`src/rtl/decoder_n_scan.sv`:
```
// decoder_n_scan: registered N-to-NUM_OUT one-hot decoder with a select
// handshake and an auto-scan (walking-one) mode that has a programmable
// step rate and a wrap pulse.
// Optional feature: define DEC_ERR_EN to add the 'err' port.
// 'err' pulses for one cycle after DECODE samples an illegal code.
module decoder_n_scan #(
  parameter int SEL_W    = 3,
  parameter int NUM_OUT  = 8,
  parameter int SCAN_DIV = 4
) (
  input  logic               clk,
  input  logic               rst_n,
  input  logic               en,
  input  logic               mode,
  input  logic               sel_valid,
  input  logic [SEL_W-1:0]   sel,
  output logic [NUM_OUT-1:0] y,
  output logic               y_valid,
  output logic [SEL_W-1:0]   cur_sel,
  output logic               wrap
`ifdef DEC_ERR_EN
  ,
  output logic               err
`endif
);

  localparam int DIV_W = (SCAN_DIV > 1) ? $clog2(SCAN_DIV) : 1;
  localparam logic [DIV_W-1:0] DIV_LAST  = DIV_W'(SCAN_DIV - 1);
  localparam logic [SEL_W-1:0] SEL_LAST  = SEL_W'(NUM_OUT - 1);
  localparam logic [SEL_W:0]   NUM_OUT_W = (SEL_W+1)'(NUM_OUT);

  typedef enum logic [1:0] {
    ST_IDLE   = 2'd0,
    ST_DECODE = 2'd1,
    ST_SCAN   = 2'd2
  } state_t;

  state_t               state_q, state_d;
  logic [NUM_OUT-1:0]   y_q, y_d;
  logic [NUM_OUT-1:0]   y_dec;
  logic                 y_valid_q, y_valid_d;
  logic [SEL_W-1:0]     cur_sel_q, cur_sel_d;
  logic                 wrap_q, wrap_d;
  logic [DIV_W-1:0]     div_cnt_q, div_cnt_d;
`ifdef DEC_ERR_EN
  logic                 err_q, err_d;
`endif

  // One-hot image of the next index; cur_sel_d never leaves 0..NUM_OUT-1.
  for (genvar gi = 0; gi < NUM_OUT; gi++) begin : g_dec
    assign y_dec[gi] = (cur_sel_d == SEL_W'(gi));
  end

  // State register.
  always_ff @(posedge clk or negedge rst_n) begin
    if (!rst_n) state_q <= ST_IDLE;
    else        state_q <= state_d;
  end

  // Next state: enable dominates, otherwise mode picks DECODE or SCAN.
  always_comb begin
    state_d = state_q;
    if (!en)       state_d = ST_IDLE;
    else if (mode) state_d = ST_SCAN;
    else           state_d = ST_DECODE;
  end

  // Output/datapath next values for the registered outputs.
  always_comb begin
    cur_sel_d = cur_sel_q;
    div_cnt_d = '0;
    wrap_d    = 1'b0;
    y_valid_d = 1'b0;
`ifdef DEC_ERR_EN
    err_d     = 1'b0;
`endif
    if (!en) begin
      y_valid_d = 1'b0;
    end else if (mode) begin
      y_valid_d = 1'b1;
      if (state_q != ST_SCAN) begin
        // Fresh scan always restarts at bit 0 with the divider cleared.
        cur_sel_d = '0;
      end else if (div_cnt_q == DIV_LAST) begin
        // Step, wrapping modulo NUM_OUT rather than 2**SEL_W.
        if (cur_sel_q == SEL_LAST) begin
          cur_sel_d = '0;
          wrap_d    = 1'b1;
        end else begin
          cur_sel_d = cur_sel_q + 1'b1;
        end
      end else begin
        div_cnt_d = div_cnt_q + 1'b1;
      end
    end else begin
      // DECODE: output holds unless a new code arrives.
      y_valid_d = y_valid_q;
      if (sel_valid) begin
        if ({1'b0, sel} < NUM_OUT_W) begin
          cur_sel_d = sel;
          y_valid_d = 1'b1;
        end else begin
          y_valid_d = 1'b0;
`ifdef DEC_ERR_EN
          err_d     = 1'b1;
`endif
        end
      end
    end
    y_d = y_valid_d ? y_dec : '0;
  end

  // Output and divider registers.
  always_ff @(posedge clk or negedge rst_n) begin
    if (!rst_n) begin
      y_q       <= '0;
      y_valid_q <= 1'b0;
      cur_sel_q <= '0;
      wrap_q    <= 1'b0;
      div_cnt_q <= '0;
`ifdef DEC_ERR_EN
      err_q     <= 1'b0;
`endif
    end else begin
      y_q       <= y_d;
      y_valid_q <= y_valid_d;
      cur_sel_q <= cur_sel_d;
      wrap_q    <= wrap_d;
      div_cnt_q <= div_cnt_d;
`ifdef DEC_ERR_EN
      err_q     <= err_d;
`endif
    end
  end

  assign y       = y_q;
  assign y_valid = y_valid_q;
  assign cur_sel = cur_sel_q;
  assign wrap    = wrap_q;
`ifdef DEC_ERR_EN
  assign err     = err_q;
`endif

endmodule

```
`config.mk`:
```
export PLATFORM = sky130hd
export DESIGN_NAME = decoder_n_scan
export DESIGN_NICKNAME = d
export VERILOG_FILES = /design/src/rtl/decoder_n_scan.sv
export SDC_FILE = /design/constraint.sdc
export NUM_CORES = 1
export LEC_CHECK = 0
export CORE_MARGIN = 4
export CORE_UTILIZATION = 43
export CTS_BUF_LIST = sky130_fd_sc_hd__clkbuf_4
export CTS_CLUSTER_DIAMETER = 120
export CTS_CLUSTER_SIZE = 10
export DETAILED_ROUTE_END_ITERATION = 6
export PLACE_DENSITY = 0.76
export SETUP_SLACK_MARGIN = 0.5
export SYNTH_ARGS = -nofsm -noshare
export SYNTH_HDL_FRONTEND = slang
export SYNTH_SLANG_ARGS = --single-unit
```
`constraint.sdc`:
```
create_clock -name clk -period 1.77 [get_ports clk]
set_input_delay 0.4425 -clock clk [delete_from_list [all_inputs] [get_ports clk]]
set_output_delay 0.4425 -clock clk [all_outputs]
set_load 0.005 [all_outputs]
```
==> results.py, run 1 <==
metrics = {
    "run_status": {
        "outcome": "finished, final reports clean",
    },
    "floorplanning": {
        "die_area_um2": 2400,
        "io_pins": 21,
        "rows": 14,
        "die-height_um": 49.0,
        "die_w_um": 49.0,
        "start_util": 0.468,
        "core_um2": 1540,
    },
    "synth": {
        "netlist_instances": 61,
        "syn_avg_cell_area_um2": 11.8,
        "synth_area_leaders": "dfrtp_1 (59%), nor3_1 (6.9%), ha_1 (5.2%), nand2b_1 (3.5%), mux2i_1 (2.8%)",
        "ys_ff_latch": 17,
        "synth-seq-area-share": 0.589,
        "syn-num-nets": 72,
        "synth_warnings": 0,
        "synth_cell_type_count": 24,
        "syn_area_um2": 722,
        "yosys.area.top_type": "dfrtp_1",
        "yosys.area.top_type_share": 0.589,
    },
    "sta": {
        "fin_skew_ns": 0.0125,
        "rsz0062_at_grt": "yes",
        "max_slew_margin": 0.821,
        "period_minus_slack_ns": 1.75,
        "tightestPinTransition_ns": 0.267,
        "setup_violations": 0,
        "final_max_slew_viol_count": 0,
        "min_period_over_period": 0.991,
        "postLayoutSetupSlackWorst_ns": 0.0161,
        "hold_viol": 0,
        "fmax_mhz": 570,
    },
    "job": {
        "maxCapViolations": 0,
    },
    "global_routing": {
        "grt_overflow": 0,
        "grt_max_degree": 18,
        "grt_usage": 0.165,
        "grt_pass1_vias": 685,
        "grt_pass1_wl_um": 3120,
        "antenna_found_initial": 0,
    },
    "worst_setup_path": {
        "cp-end-kind": "flip-flop",
        "max_stage_delay_ns": 0.44,
        "critPathLaunchType": "flip-flop",
        "critPathBufInv": 1,
        "critPathSlowestCell": "dfrtp_1",
        "cp_top_family": "simple AND/OR/NAND/NOR gates",
        "path_cells": "ha_4, ha_4, or3b_1, a21oi_2, o221ai_2, buf_4, nor3_2",
        "cpMostUsedCell": "ha_4",
        "crit_fanout": 3,
        "path_class": "flip-flop to flip-flop",
        "crit_arrival_ns": 1.97,
        "required_ns": 1.99,
    },
    "finish": {
        "final_cell_area_um2": 1200,
        "seq_area_um2": 425,
        "nNetsFinal": 117,
        "multiInputGateArea_um2": 382,
        "nFillCells": 93,
        "syn_to_final_growth_pct": 66.2,
        "diodes": 0,
        "drive_above_1_share": 0.552,
    },
    "power_and_ir_drop": {
        "vdd_drop_max_mv": 0.568,
        "p_per_area_nw_per_um2": 724,
        "p_leak_nw": 0.586,
    },
    "clock_network": {
        "cts_made_buffers": 3,
        "cts.sinks": 17,
        "postCtsHoldBufs": 0,
        "cts_root_buf": "clkbuf_4",
        "tritoncts": "yes",
        "clkLatencyLatePin_ns": 0.29,
        "clock_path_buffers": 2,
        "cts-htree-levels": 1,
        "cts.clk_slew.worst_paths_ns": 0.11,
    },
    "detailed_routing": {
        "drc": 0,
        "drtIter0Drc": 11,
        "vias": 642,
        "vias_per_cell": 5.31,
        "wl_per_cell_um": 15.5,
        "firstDrtPassIters": 3,
        "drtAntennaViolNets": 0,
        "routed_wl_um": 1880,
    },
    "placed_design": {
        "placed_cell_area_um2": 1070,
        "dpl_worst_slack_ns": -0.188,
        "hpwl_um": 1250,
        "place.gp.congestion": 0.696,
        "port_buffers": 20,
    },
    "min_path": {
        "worstHoldPathType": "input port to async pin",
    },
}
-- per-stage QoR --
step / std cells / setup TNS (ns) / total power, mW / hold slack [ns] / util
finish: 121 / 0 / 0.869 / 0.456 / 0.778
global route: 121 / -0.171 / 0.915 / 0.482 / 0.778
CTS: 118 / 0 / 0.855 / 0.456 / 0.745
detailed placement: 111 / -1.31 / 0.621 / 0.435 / 0.697
global placement: 111 / -0.928 / 0.617 / 0.428 / 0.697
floorplan: 61 / 0 / 0.501 / 0.147 / -
-- final cells by class --
class,instances,share of cell area
Inverter,4,0.0125
Clock inverter,1,0.00417
Sequential cell,17,0.355
Clock buffer,3,0.0188
Tap cell,16,0.0167
Timing Repair Buffer,41,0.275
Multi-Input combinational cell,39,0.318
-- report_power, final --
group	internal (mW)	leakage [nW]	total [mW]	switching (mW)
Combinational	0.129	0.342	0.241	0.111
Sequential	0.408	0.227	0.422	0.0131
Clock	0.0839	0.0177	0.207	0.123
-- synth_stat cells --
master / instances
and3_1: 1
nand2b_1: 4
and2_1: 1
inv_1: 4
o221ai_1: 1
mux2_2: 1
mux2i_1: 2
nor2_1: 3
o31a_1: 1
buf_2: 1
or3b_1: 1
o21bai_1: 1
nor4bb_1: 1
o2bb2ai_1: 1
a21oi_1: 1
ha_1: 3
nand3b_1: 1
nand2_1: 2
dfrtp_1: 17
nor3_1: 10
a31oi_1: 1
nand4b_1: 1
o221ai_2: 1
nor2b_1: 1
-- kinds of logic after synthesis --
family | Yosys count | synth area share
AOI/OAI and AO/OA | 7 | 0.0832
adders and majority gates | 3 | 0.0520
and+or+nand+nor | 26 | 0.205
buffers and inverters | 5 | 0.0277
DFF | 17 | 0.589
muxes | 3 | 0.0433
-- routing by layer --
layer	vias to the layer above	share of wire	wire [um]	GRT usage
met5	-	0	0	0
met4	0	0.0075	14	0.0538
met3	2	0.034	63	0.0275
met2	12	0.54	1020	0.291
met1	322	0.42	780	0.200
li1	306	-	-	-
-- cell usage in the layout, fill, tap and decap left out, drive strengths merged, types with 2 or more instances in the layout --
cell type      count
dlygate4sd2        2
buf               34
nand2              2
clkdlybuf4s50      4
o221ai             2
dfrtp             17
nor3              10
nand2b             4
ha                 3
clkbuf             3
nor2               3
inv                4
mux2i              2
-- registers in the layout, indices dropped and copies added, names as in the netlist --
register and cells:
cur_sel 3, div_cnt_q 2, state_q 2, wrap 1
y 8, y_valid 1
-- final timing paths --
kind | from | end | slack [ns] | cells past startpoint
setup / recovery | cur_sel[0] | y[7] | 0.02 | 7
hold / removal | rst_n | cur_sel[0] | 0.46 | 2
hold reg to reg | y_valid | y_valid | 0.57 | 1
max in group asynchronous | rst_n | cur_sel[1] | 1.12 | 2
min in group clk | y_valid | y_valid | 0.57 | 1
setup reg to reg | cur_sel[0] | y[7] | 0.02 | 7
-- timing repair --
action / in CTS / in global routing
buffers inserted: 3 / 3
pin swaps: 4 / 3
gates resized for setup: 68 / 8
setup endpoints to repair: 28 / 16
cloned: 0 / 0
No activity file was read; power rests on OpenSTA's default activity.
==> run 2: changes to the inputs <==
--- a/config.mk
+++ b/config.mk
@@ -8,7 +8,6 @@
 export CORE_MARGIN = 4
 export CORE_UTILIZATION = 43
 export CTS_BUF_LIST = sky130_fd_sc_hd__clkbuf_4
-export CTS_CLUSTER_DIAMETER = 120
 export CTS_CLUSTER_SIZE = 10
 export DETAILED_ROUTE_END_ITERATION = 6
 export PLACE_DENSITY = 0.76
==> results of run 2 <==
Same layout as run 1: the final DEF is identical, and so are final timing and power.
